File: config.mk
export PLATFORM = sky130hd
export DESIGN_NAME = sobol_xor_gen_flat
export DESIGN_NICKNAME = d
export VERILOG_FILES = /design/src/rtl/sobol_xor_gen_pkg.sv /design/src/rtl/sobol_xor_gen_if.sv /design/src/rtl/sobol_xor_gen_lszidx.sv /design/src/rtl/sobol_xor_gen.sv /design/src/flat_wrapper.sv
export SDC_FILE = /design/constraint.sdc
export NUM_CORES = 1
export LEC_CHECK = 0
export BUFFER_PORTS_ARGS = -buffer_cell sky130_fd_sc_hd__buf_2
export CORE_ASPECT_RATIO = 1.75
export CORE_UTILIZATION = 50
export CTS_BUF_LIST = sky130_fd_sc_hd__clkbuf_8 sky130_fd_sc_hd__clkbuf_16
export DETAILED_ROUTE_END_ITERATION = 6
export HOLD_SLACK_MARGIN = 0.1
export PLACE_DENSITY = 0.69
export RECOVER_POWER = 50
export SETUP_SLACK_MARGIN = 0.5
export SLEW_MARGIN = 20
export SYNTH_ARGS = -nofsm -noshare
export SYNTH_HDL_FRONTEND = slang
export SYNTH_SLANG_ARGS = --single-unit
File: constraint.sdc
create_clock -name iClk -period 2.9 [get_ports iClk]
set_input_delay 0 -clock iClk [delete_from_list [all_inputs] [get_ports iClk]]
set_output_delay 0 -clock iClk [all_outputs]
set_load 0.02 [all_outputs]
File: src/rtl/sobol_xor_gen_pkg.sv
// Shared Sobol RNG definitions: sample width, direction-vector address width
// and the dimension-1 (van der Corput) default direction vectors.
package sobol_xor_gen_pkg;

  localparam int BITWIDTH = 8;
  localparam int IDXW     = $clog2(BITWIDTH);

  // Direction vector k for dimension 1 at width bw: a single bit walking down from the MSB.
  function automatic logic [31:0] dvDefault(input int bw, input int k);
    return 32'(1) << (bw - 1 - k);
  endfunction

endpackage

File: src/rtl/sobol_xor_gen_if.sv
// Sample-advance, clear and direction-vector write bus between the index
// counter side (master) and the Sobol update stage (slave).
interface sobol_xor_gen_if #(
  parameter int BITWIDTH = sobol_xor_gen_pkg::BITWIDTH,
  parameter int IDXW     = $clog2(BITWIDTH)
);

  logic                iEn;
  logic                iClr;
  logic [BITWIDTH-1:0] iCnt;
  logic                iDvWe;
  logic [IDXW-1:0]     iDvAddr;
  logic [BITWIDTH-1:0] iDvData;
  logic [BITWIDTH-1:0] oOut;
  logic                oVld;

  modport master (
    output iEn, iClr, iCnt, iDvWe, iDvAddr, iDvData,
    input  oOut, oVld
  );

  modport slave (
    input  iEn, iClr, iCnt, iDvWe, iDvAddr, iDvData,
    output oOut, oVld
  );

endinterface

File: src/rtl/sobol_xor_gen_lszidx.sv
// Least-significant-zero priority encoder; an all-ones index maps to the top
// position so the sequence returns to zero when the counter wraps.
module sobol_xor_gen_lszidx #(
  parameter int BITWIDTH = sobol_xor_gen_pkg::BITWIDTH,
  parameter int IDXW     = $clog2(BITWIDTH)
) (
  input  logic [BITWIDTH-1:0] iCnt,
  output logic [IDXW-1:0]     oIdx
);

  always_comb begin
    oIdx = IDXW'(BITWIDTH - 1);
    // Scan downward so the lowest zero bit wins.
    for (int i = BITWIDTH - 1; i >= 0; i--) begin
      if (!iCnt[i]) begin
        oIdx = IDXW'(i);
      end
    end
  end

endmodule

File: src/rtl/sobol_xor_gen.sv
// Gray-code-ordered Sobol update stage: each enabled cycle XORs the direction
// vector selected by the lowest zero bit of the counter index into the sample.
module sobol_xor_gen
  import sobol_xor_gen_pkg::*;
#(
  parameter int BITWIDTH = sobol_xor_gen_pkg::BITWIDTH,
  parameter int IDXW     = $clog2(BITWIDTH)
) (
  input  logic            iClk,
  input  logic            iRstN,
  sobol_xor_gen_if.slave  bus
);

  logic [BITWIDTH-1:0] stateReg;
  logic [BITWIDTH-1:0] stateNext;
  logic                vldReg;
  logic                vldNext;
  logic [IDXW-1:0]     lszIdx;
  logic [BITWIDTH-1:0] dvQ [BITWIDTH];

  sobol_xor_gen_lszidx #(
    .BITWIDTH (BITWIDTH),
    .IDXW     (IDXW)
  ) uLszIdx (
    .iCnt (bus.iCnt),
    .oIdx (lszIdx)
  );

  // One register per direction vector; an out-of-range address matches no entry.
  genvar gi;
  generate
    for (gi = 0; gi < BITWIDTH; gi++) begin : gDv
      logic [BITWIDTH-1:0] entryReg;

      always_ff @(posedge iClk or negedge iRstN) begin
        if (!iRstN) begin
          entryReg <= BITWIDTH'(dvDefault(BITWIDTH, gi));
        end else if (bus.iDvWe && (bus.iDvAddr == IDXW'(gi))) begin
          entryReg <= bus.iDvData;
        end
      end

      assign dvQ[gi] = entryReg;
    end
  endgenerate

  // Clear beats enable; the XOR reads the pre-write vector contents.
  always_comb begin
    stateNext = stateReg;
    vldNext   = 1'b0;
    if (bus.iClr) begin
      stateNext = '0;
    end else if (bus.iEn) begin
      stateNext = stateReg ^ dvQ[lszIdx];
      vldNext   = 1'b1;
    end
  end

  always_ff @(posedge iClk or negedge iRstN) begin
    if (!iRstN) begin
      stateReg <= '0;
      vldReg   <= 1'b0;
    end else begin
      stateReg <= stateNext;
      vldReg   <= vldNext;
    end
  end

  assign bus.oOut = stateReg;
  assign bus.oVld = vldReg;

endmodule

File: src/flat_wrapper.sv
// flat-port wrapper written by rule: the top's interface ports become plain ports
module sobol_xor_gen_flat import sobol_xor_gen_pkg::*;
#(
  parameter int BITWIDTH = sobol_xor_gen_pkg::BITWIDTH,
  parameter int IDXW     = $clog2(BITWIDTH)
)
  (iClk, iRstN, bus_iEn, bus_iClr, bus_iCnt, bus_iDvWe, bus_iDvAddr, bus_iDvData, bus_oOut, bus_oVld);
  sobol_xor_gen_if #(.BITWIDTH(BITWIDTH), .IDXW(IDXW)) bus_i ();
  input  logic iClk;
  input  logic iRstN;
  input wire logic [$bits(bus_i.iEn)-1:0] bus_iEn;
  input wire logic [$bits(bus_i.iClr)-1:0] bus_iClr;
  input wire logic [$bits(bus_i.iCnt)-1:0] bus_iCnt;
  input wire logic [$bits(bus_i.iDvWe)-1:0] bus_iDvWe;
  input wire logic [$bits(bus_i.iDvAddr)-1:0] bus_iDvAddr;
  input wire logic [$bits(bus_i.iDvData)-1:0] bus_iDvData;
  output wire logic [$bits(bus_i.oOut)-1:0] bus_oOut;
  output wire logic [$bits(bus_i.oVld)-1:0] bus_oVld;
  assign bus_i.iEn = bus_iEn;
  assign bus_i.iClr = bus_iClr;
  assign bus_i.iCnt = bus_iCnt;
  assign bus_i.iDvWe = bus_iDvWe;
  assign bus_i.iDvAddr = bus_iDvAddr;
  assign bus_i.iDvData = bus_iDvData;
  assign bus_oOut = bus_i.oOut;
  assign bus_oVld = bus_i.oVld;
  sobol_xor_gen #(.BITWIDTH(BITWIDTH), .IDXW(IDXW)) u_core (.iClk(iClk), .iRstN(iRstN), .bus(bus_i));
endmodule
# After elaboration in Yosys (flattened, before gate mapping)
# Index checks and enable logic that the tools add are counted.
op_classes:
  n_eq_ne: 7
  order_cmp: 1
  mux: 14
  bitwise_logic: 2
  n_reduce_logical: 10
ops:
  columns: ["op", "count"]
  rows:
  - ["$mux 8", 4]
  - ["$bmux 8 s3", 1]
  - ["$mux 3", 6]
  - ["$eq 3x3->1 const B", 4]
  - ["$logic_and 1x1->1", 8]
  - ["$xor 8x8->8", 1]
  - ["$eq 3x2->1 const B", 2]
  - ["$ge 4x4->1 const B", 1]
  - ["$not 3->4", 1]
  - ["$eq 3x1->1 const B", 1]
  - ["$logic_not 3->1", 1]
  - ["$mux 1", 3]
  - ["$reduce_bool 2->1", 1]
totals:
  elab_cells: 44
  out_inout_bits: 9
  regBits: 73
  input_bits: 24

# Depth between registers and ports, before layout
# Gate-level depths: netlist of run 1.
depth:
  word_depth: 14
  ltp_mapped: 7
  ltp_nobuf: 5

# Modules after synthesis
# From an unflattened synthesis of run 1, not the netlist that was laid out.
hier_totals:
  hier_cells: 243
  area_unflattened_um2: 3463.3
modules_own_cells:
  columns: ["module", "area_per_inst_um2", "n_inst", "cells_per_inst"]
  rows:
  - ["sobol_xor_gen", 3419.5, 1, 233]
  - ["sobol_xor_gen_lszidx", 43.8, 1, 10]

# Worst setup path before layout of run 1
# Ideal clock, no wire load.
synth_timing:
  path_kind: "input to register"
  startpoint: "in bus_iCnt[1]"
  endpoint: "reg u_core.stateReg[3] (netlist: u_core.bus.oOut[3])"
  stages: 6
  setup_slack_ns: 1.576
  setup_ns: 0.128
  t_arrival_ns: 1.196
  path_cell_list: "buf_2 -> nand3_1 -> a21oi_1 -> a21bo_2 -> o2111ai_1 -> mux2_1"
synth_between:
  elab_chain_len: 9
synth_rtl:
  columns: ["item", "line_no", "source"]
  rows:
  - ["from (decl)", "flat_wrapper.sv:13", "input wire logic [$bits(bus_i.iCnt)-1:0] bus_iCnt;"]
  - ["$mux 3 (2 in a row)", "sobol_xor_gen_lszidx.sv:15", "if (!iCnt[i]) begin"]
  - ["$not 3->4 (not written as such)", "sobol_xor_gen.sv:54", "stateNext = stateReg ^ dvQ[lszIdx];"]
  - ["$bmux 8 s3", "sobol_xor_gen.sv:54", null]
  - ["$mux 8 (not written as such) (2 in a row)", "sobol_xor_gen.sv:54", null]
  - ["$xor 8x8->8", "sobol_xor_gen.sv:54", null]
  - ["$mux 8", "sobol_xor_gen.sv:53", "end else if (bus.iEn) begin"]
  - ["$mux 8", "sobol_xor_gen.sv:51", "if (bus.iClr) begin"]
  - ["to (signal assigned)", "sobol_xor_gen.sv:64", "stateReg <= stateNext;"]
  - ["to (decl)", "sobol_xor_gen.sv:14", "logic [BITWIDTH-1:0] stateReg;"]
# Every way passes these cells. The select of a mux whose other input is x is not followed.
# A chain may end at the register's enable or synchronous reset.

# Worst setup path after layout of run 1
layout_timing:
  startpoint: "in bus_iDvAddr[2]"
  endpoint: "reg u_core.gDv[1].entryReg[2]"
layout_between:
  elab_chain_len: 2
layout_rtl:
  columns: ["item", "line_no", "source"]
  rows:
  - ["from (decl)", "flat_wrapper.sv:15", "input wire logic [$bits(bus_i.iDvAddr)-1:0] bus_iDvAddr;"]
  - ["$eq 3x1->1", "sobol_xor_gen.sv:38", "end else if (bus.iDvWe && (bus.iDvAddr == IDXW'(gi))) begin"]
  - ["$logic_and 1x1->1", "sobol_xor_gen.sv:38", null]
  - ["to (signal assigned)", "sobol_xor_gen.sv:37", "entryReg <= BITWIDTH'(dvDefault(BITWIDTH, gi));"]
  - ["to (signal assigned)", "sobol_xor_gen.sv:39", "entryReg <= bus.iDvData;"]
  - ["to (decl)", "sobol_xor_gen.sv:33", "logic [BITWIDTH-1:0] entryReg;"]
# Every way passes these cells.

==> summary.md, run 1 <==
| Metric | Value |
|---|---|
| Worst hold path type | `input pin to flip-flop` |
| Post-CTS sizing | `0` |
| Nature of the critical path endpoint | `flip-flop` |
| Vias in the first global route | `2,668` |
| Total congestion overflow | `0` |
| IO buf count | `31` |
| Kind of critical path | `input pin to flip-flop` |
| Yosys reg bits | `73` |
| Final #Nets | `371` |
| DR pass1 iterations | `4` |
| Cell area after layout | `4310 um^2` |
| CTS Root Cell | `clkbuf_16` |
| Post-Place Setup Slack | `1.03 ns` |
| IO Pins | `33` |
| Setup TNS | `0 ns` |
| Sequential share of the synthesized area | `48.4%` |
| Fillers | `643` |
| Die area | `7950 um^2` |
| Vias per inst | `5.88` |
| # diodes | `0` |
| Area Overhead vs Synth | `13.6%` |
| Max Cap Viol | `0` |
| Final Wtd Congestion | `0.832` |
| Fin crit period | `1.67 ns` |
| Max-slew violations | `0` |
| Hold Path Origin | `bus_iDvAddr[0]` |
| Final Cycle Share | `57.5%` |
| Overall power | `2.88 mW` |
| Hold Vio Cnt, Final | `0` |
| Most common cell after layout, fill and taps aside | `dfrtp_1` |
| Final ANT Viol Nets | `0` |
| Initial DRC count | `131` |
| Synthesized area | `3790 um^2` |
| Share of layout cells above drive strength 1 | `36.4%` |
| Routed wire length | `8.41 mm` |
| Post-route clock skew | `0.00502 ns` |
| Worst EP required | `3.12 ns` |
| Startpoint types | `input pin` |
| P per Cell Area | `670 nW/um^2` |
| Async SR Flop Fraction | `100%` |
| Post-synthesis cell count | `310` |
| RSZ-0062 raised after global routing | `false` |
| Fmax achieved | `0.599 GHz` |
| H-tree depth | `3` |
| Row count | `41` |
| Num Clock Sinks | `73` |
| Worst reg2reg path endpoint | `u_core.bus.oOut[7]$_DFFE_PN0P_` |
| Slew HR | `6.28%` |
| Clock transition at the registers of the reported paths | `0.06 ns` |
| Largest net degree at the start of global routing | `37` |
| DRC viols | `0` |
| Pleak | `1.87 nW` |
| Die Y | `117 um` |
| R2R setup slack | `1.41 ns` |
| Core box area | `7280 um^2` |
| Most frequent cells in the layout | `dfrtp_1, mux2_2, buf_2` |
| Final setup vio count | `0` |
| Synth Flop Type | `dfrtp_1` |
| Via count | `2,577` |
| Ys Warns | `0` |
| Least-Margin Pin Slew | `1.40 ns` |
| WHS | `0.234 ns` |
| Gr usage total | `25.3%` |
| Launch point of the worst reg-to-reg path | `u_core.gDv[0].entryReg[7]$_DFFE_PN1P_` |
| Global-route wire length before repair | `14.2 mm` |
| Hold depth | `3` |
| Syn Nets | `334` |
| Antenna violations before repair | `0` |
| Dpl cell area | `3950 um^2` |
| DP HPWL | `5.90 mm` |
| Initial core utilization | `52.1%` |
| CTS tree | `yes` |
| Final setup margin | `1.23 ns` |
| WL per Instance | `19.2 um` |
| Hold EP | `u_core.gDv[2].entryReg[3]$_DFFE_PN0P_` |
| Avg Inst Size Synth | `12.2 um^2` |
| Crit path DAT | `1.89 ns` |
| Num CTS Buffers | `9` |
| CP max FO | `8` |
| Clock latency at the later pin of the worst-skew pair | `0.34 ns` |
| DIE WIDTH | `67.8 um` |
| Number of flops mapped to enable cells by yosys | `0` |
| Status | `complete, no violations` |
| Peak VDD IR | `0.000501 V` |
| Worst-case reg-to-reg path depth | `4` |
| Clock Tree Buf Depth | `2` |
| Synth unique cells | `40` |
[per-layer routing]
layer	up-vias	wire (um)	global-route usage, %
met5	-	0	0
met1	1269	3530	31.7
li1	1226	-	-
met4	0	185	11.9
met2	67	4280	40.3
met3	15	406	6.30
[worst max path at each step]
stage | slack (ns) | endpoint | depth (start not counted) | startpoint
global route | 0.91 | u_core.gDv[6].entryReg[3]$_DFFE_PN0P_ | 3 | iRstN
global placement | 1.07 | u_core.bus.oOut[1]$_DFFE_PN0P_ | 6 | bus_iCnt[1]
finish | 1.23 | u_core.gDv[1].entryReg[2]$_DFFE_PN0P_ | 4 | bus_iDvAddr[2]
floorplan | 1.58 | u_core.bus.oOut[3]$_DFFE_PN0P_ | 6 | bus_iCnt[1]
CTS | 1.39 | u_core.bus.oOut[1]$_DFFE_PN0P_ | 6 | bus_iCnt[1]
detailed placement | 1.03 | u_core.bus.oOut[1]$_DFFE_PN0P_ | 6 | bus_iCnt[1]
[report_power, final]
part	switching [mW]	internal, mW
combinational	0.237	0.274
sequential	0.107	1.25
clock	0.400	0.614
total	0.745	2.14
[registers in the layout, indices dropped and copies added (netlist names)]
name and count:
u_core.bus.oVld 1, u_core.bus.oOut 8, u_core.gDv.entryReg 64
[layout make-up]
cell class | instances | area (um^2) | area share, %
Sequential cell | 73 | 1840 | 42.6
Multi-Input combinational cell | 216 | 1810 | 42.0
Timing Repair Buffer | 45 | 272 | 6.30
Clock buffer | 11 | 253 | 5.87
Tap cell | 86 | 108 | 2.50
Clock inverter | 5 | 22.5 | 0.523
Inverter | 2 | 7.51 | 0.174
[what timing repair did]
action	CTS	global route
setup buffers	0	0
hold endpoints to repair	132	0
hold buffers	11	0
[cell usage after synthesis (all sizes together) (3+ instances only)]
library cell | instances | share of area, %
dfstp | 8 | 5.5
o31ai | 8 | 1.7
nand4 | 10 | 1.8
clkbuf | 8 | 0.79
o21ai | 16 | 2.1
a21bo | 8 | 2.1
nor2 | 10 | 1.2
nand3 | 3 | 0.86
buf | 11 | 2.5
and2b | 7 | 1.6
nand4b | 5 | 1.5
mux2i | 8 | 2.1
a21boi | 16 | 3.2
mux2 | 72 | 21
nand2 | 17 | 1.7
o2111ai | 8 | 1.8
a21oi | 17 | 2.2
dfrtp | 65 | 43
[logic make-up (layout without fill, tap and decap cells)]
group                  Yosys count  in the layout  synth area share [%]
multiplexers                    80             80                  23.5
AO/OA/AOI/OAI                   73             73                  13.2
flip-flops                      73             73                  48.4
AND/OR/NAND/NOR                 63             63                  11.4
buffers and inverters           21             63                  3.46
[critical path, cell delays in order]
cell	delay (ns)
buf_2	0.13
nand2b_1	0.19
nor3b_1	1.14
mux2_2	0.43
[metrics by stage]
stage               utilization [%]  instances
finish                         59.1        438
global route                   59.1        438
CTS                            59.6        438
detailed placement             54.3        411
global placement               54.3        411
floorplan                         -        310
No activity file was read; power rests on OpenSTA's default activity.
==> run 2, diff against run 1 <==
--- a/config.mk
+++ b/config.mk
@@ -5,13 +5,14 @@
 export SDC_FILE = /design/constraint.sdc
 export NUM_CORES = 1
 export LEC_CHECK = 0
+export ABC_AREA = 1
 export BUFFER_PORTS_ARGS = -buffer_cell sky130_fd_sc_hd__buf_2
 export CORE_ASPECT_RATIO = 1.75
 export CORE_UTILIZATION = 50
 export CTS_BUF_LIST = sky130_fd_sc_hd__clkbuf_8 sky130_fd_sc_hd__clkbuf_16
 export DETAILED_ROUTE_END_ITERATION = 6
 export HOLD_SLACK_MARGIN = 0.1
-export PLACE_DENSITY = 0.69
+export PLACE_DENSITY = 0.72
 export RECOVER_POWER = 50
 export SETUP_SLACK_MARGIN = 0.5
 export SLEW_MARGIN = 20
==> constraint.sdc (replaced) <==
create_clock -name iClk -period 1.5 [get_ports iClk]
set_input_delay 0 -clock iClk [delete_from_list [all_inputs] [get_ports iClk]]
set_output_delay 0 -clock iClk [all_outputs]
set_load 0.02 [all_outputs]
==> run 2 against run 1 <==
Clock power rose by 97%. Sequential power rose by 86%. Via count rose by 27%. First-iteration DRC count rose by 150%. Hold slack got worse by 0.097 ns. Flip-flop and latch count did not move. Setup slack got worse by 0.92 ns. Synthesized cell count rose by 55%. Register-to-register slack got worse by 1.1 ns. Final area rose by 4.6%. Core utilization rose by 3.6 points. Critical endpoint is now u_core.bus.oOut[6]$_DFFE_PN0P_. Largest power group unchanged.
==> summary.md, run 2 <==
| Metric | Value |
|---|---|
| Status | `complete, no violations` |
| DRC viols | `0 (unchanged)` |
| H-tree depth | `3 (unchanged)` |
| Routed wire length | `9.24 mm (+9.9%)` |
| Launch point of the worst reg-to-reg path | `u_core.gDv[1].entryReg[6]$_DFFE_PN1P_` |
| Top cells by count, synth | `nand2_1, inv_1, nand3_1, dfrtp_1, o21ai_0` |
| Synth unique cells | `21 (-48%)` |
| Total congestion overflow | `0 (unchanged)` |
| Core box area | `7180 um^2 (-1.4%)` |
| IO Pins | `33 (unchanged)` |
| Num CTS Buffers | `9 (unchanged)` |
| Number of flip-flops in the largest register | `64 (unchanged)` |
| Fin crit period | `1.19 ns` |
| Clock transition at the registers of the reported paths | `0.06 ns (about the same)` |
| Global-route wire length before repair | `14.5 mm (+2.3%)` |
| DP HPWL | `5.99 mm (+1.5%)` |
| CTS Root Cell | `clkbuf_16` |
| RSZ-0062 raised after global routing | `true` |
| Top reg by flops | `u_core.gDv.entryReg` |
| Most frequent cells in the layout | `nand2_1, inv_1, dfrtp_1` |
| Post-route clock skew | `0.00617 ns (+0.00115 ns)` |
| Initial core utilization | `51.3% (-0.72 points)` |
| Final setup vio count | `0 (unchanged)` |
| Area Overhead vs Synth | `22.2%` |
| Yosys reg bits | `73 (unchanged)` |
| Number of flops mapped to enable cells by yosys | `0 (unchanged)` |
| Synth top area cells | `dfrtp_1, nand2_1, nand3_1` |
| IO buf count | `31 (unchanged)` |
| Most common cell after layout, fill and taps aside | `nand2_1` |
| Fmax achieved | `0.842 GHz` |
| CP max FO | `2 (-6)` |
| Top cell type's share of synthesized area | `44.1% (+1.2 points)` |
| Crit path DAT | `1.45 ns (-0.44 ns)` |
| Post-synthesis cell count | `482 (+55%)` |
| Least-Margin Pin Slew | `0.994 ns (-0.409 ns)` |
| Max-slew violations | `0 (unchanged)` |
| Dpl cell area | `4050 um^2 (+2.5%)` |
| Worst reg2reg path endpoint | `u_core.bus.oOut[6]$_DFFE_PN0P_` |
| Multi-input logic area | `1580 um^2 (-13%)` |
| Final Cycle Share | `79.2%` |
| Worst hold path type | `input pin to flip-flop` |
| CTS tree | `yes` |
| Worst EP required | `1.77 ns (-1.35 ns)` |
| Vias per inst | `5.32 (-9.6%)` |
| Worst setup path startpoint | `u_core.gDv[1].entryReg[6]$_DFFE_PN1P_` |
| DR pass1 iterations | `5 (+1)` |
| Clock Tree Buf Depth | `2 (unchanged)` |
| Hold Path Origin | `bus_iEn` |
| Sequential share of the synthesized area | `49.8% (+1.4 points)` |
| Syn Nets | `506 (+51%)` |
| Share of layout cells above drive strength 1 | `19.1% (-17 points)` |
| Final Wtd Congestion | `0.771 (-7.4%)` |
| Final ANT Viol Nets | `0 (unchanged)` |
| Antenna violations before repair | `0 (unchanged)` |
| Num Clock Sinks | `73 (unchanged)` |
| Sequential Area | `1840 um^2 (unchanged)` |
| Ys Warns | `0 (unchanged)` |
| Initial DRC count | `327 (+150%)` |
| Hold EP | `u_core.bus.oOut[7]$_DFFE_PN0P_` |
| Synthesized area | `3690 um^2 (-2.8%)` |
| Cell area after layout | `4510 um^2 (+4.6%)` |
| Avg Inst Size Synth | `7.65 um^2 (-37%)` |
| R2R setup slack | `0.31 ns (-1.10 ns)` |
| Kind of critical path | `flip-flop to flip-flop` |
| Gr usage total | `25.8% (+0.49 points)` |
| DIE WIDTH | `66.9 um (-1.4%)` |
| Worst-case reg-to-reg path depth | `7 (+3)` |
| Startpoint types | `flip-flop` |
| Max Cap Viol | `0 (unchanged)` |
| P per Cell Area | `1250 nW/um^2 (+87%)` |
| Util after Layout | `62.7% (+3.6 points)` |
| Hold depth | `5 (+2)` |
| Die Y | `116 um (-1.4%)` |
| Row count | `41 (unchanged)` |
| Peak VDD IR | `0.000817 V (+63%)` |
| Via count | `3,278 (+27%)` |
| Nature of the critical path endpoint | `flip-flop` |
| Clock latency at the later pin of the worst-skew pair | `0.34 ns (about the same)` |
| Most common cell in the netlist | `nand2_1` |
| WL per Instance | `15.0 um (-22%)` |
| Synth Flop Type | `dfrtp_1` |
| Slew HR | `33.7% (+27 points)` |
| Vias in the first global route | `3,018 (+13%)` |
| Post-CTS Repair Setup Buffers | `0 (unchanged)` |
| Post-synth top area cell | `dfrtp_1` |
| Die area | `7740 um^2 (-2.7%)` |
| Pleak | `2.35 nW (+26%)` |
| Hold Vio Cnt, Final | `0 (unchanged)` |
| Setup TNS | `0 ns (unchanged)` |
| Final #Nets | `549 (+48%)` |
| Largest net degree at the start of global routing | `74 (+100%)` |
| # diodes | `0 (unchanged)` |
| Async SR Flop Fraction | `100% (unchanged)` |
| Fillers | `621 (-3.4%)` |
## run 2: critical path: stages (launching register included)
cell	delay [ns]
dfstp_2	0.53
nand3b_1	0.13
nand3_2	0.11
nand3_2	0.10
nand3_2	0.07
nand2_1	0.06
inv_1	0.04
nor2_1	0.09
## run 2: cell type report
cell class	instances	share of cell area, %
tap	86	2.39
clock inverter	4	0.333
timing repair buffer	54	8.55
inverter	83	7.08
multi-input combinational	304	35.0
clock buffer	12	5.92
sequential	73	40.8
## run 2: report_power, final
| part | switching, mW | internal [mW] | leakage (nW) |
|---|---|---|---|
| registers | 0.176 | 2.35 | 0.905 |
| logic | 0.677 | 0.439 | 1.29 |
| clock network | 0.762 | 1.23 | 0.154 |
## run 2: worst max-delay path by stage
stage                                       endpoint  depth (start not counted)  slack (ns)
2_1_floorplan         u_core.bus.oOut[6]$_DFFE_PN0P_                         11        0.39
3_3_place_gp          u_core.bus.oOut[2]$_DFFE_PN0P_                         16        0.21
3_5_place_dp          u_core.bus.oOut[2]$_DFFE_PN0P_                         16        0.14
4_1_cts               u_core.bus.oOut[6]$_DFFE_PN0P_                          7        0.31
5_1_grt        u_core.gDv[2].entryReg[7]$_DFFE_PN0P_                          3        0.16
6_report              u_core.bus.oOut[6]$_DFFE_PN0P_                          7        0.31
## run 2: metal layers
layer	up-vias	GRT usage [%]	share of wire [%]
met5	-	0	0
met4	0	11.3	2.5
met2	100	42.7	50
li1	1619	-	-
met3	18	5.51	5.0
met1	1541	31.8	42
## run 2: per-stage QoR
step | total power [mW] | hold slack, ns | instances | worst slack (ns)
after global placement | 3.56 | 0.0594 | 588 | 0.215
after floorplan | 3.29 | -0.296 | 482 | 0.392
final | 5.64 | 0.137 | 616 | 0.313
after detailed placement | 3.61 | 0.0609 | 588 | 0.144
after global routing | 5.97 | 0.158 | 616 | 0.157
after CTS | 5.66 | 0.131 | 615 | 0.307
## run 2: logic make-up after synthesis
logic type      share of synthesized area [%]
simple gates                             29.9
buf+inv                                  11.5
flops                                    49.8
compound gates                           8.82
## run 2: what timing repair did
action                     in CTS  in global routing
hold endpoints to repair      126                  0
gates resized for setup         8                  3
hold buffers                   11                  0
setup endpoints to repair       8                  8
gates cloned                    0                  1
pin swaps                      18                  8
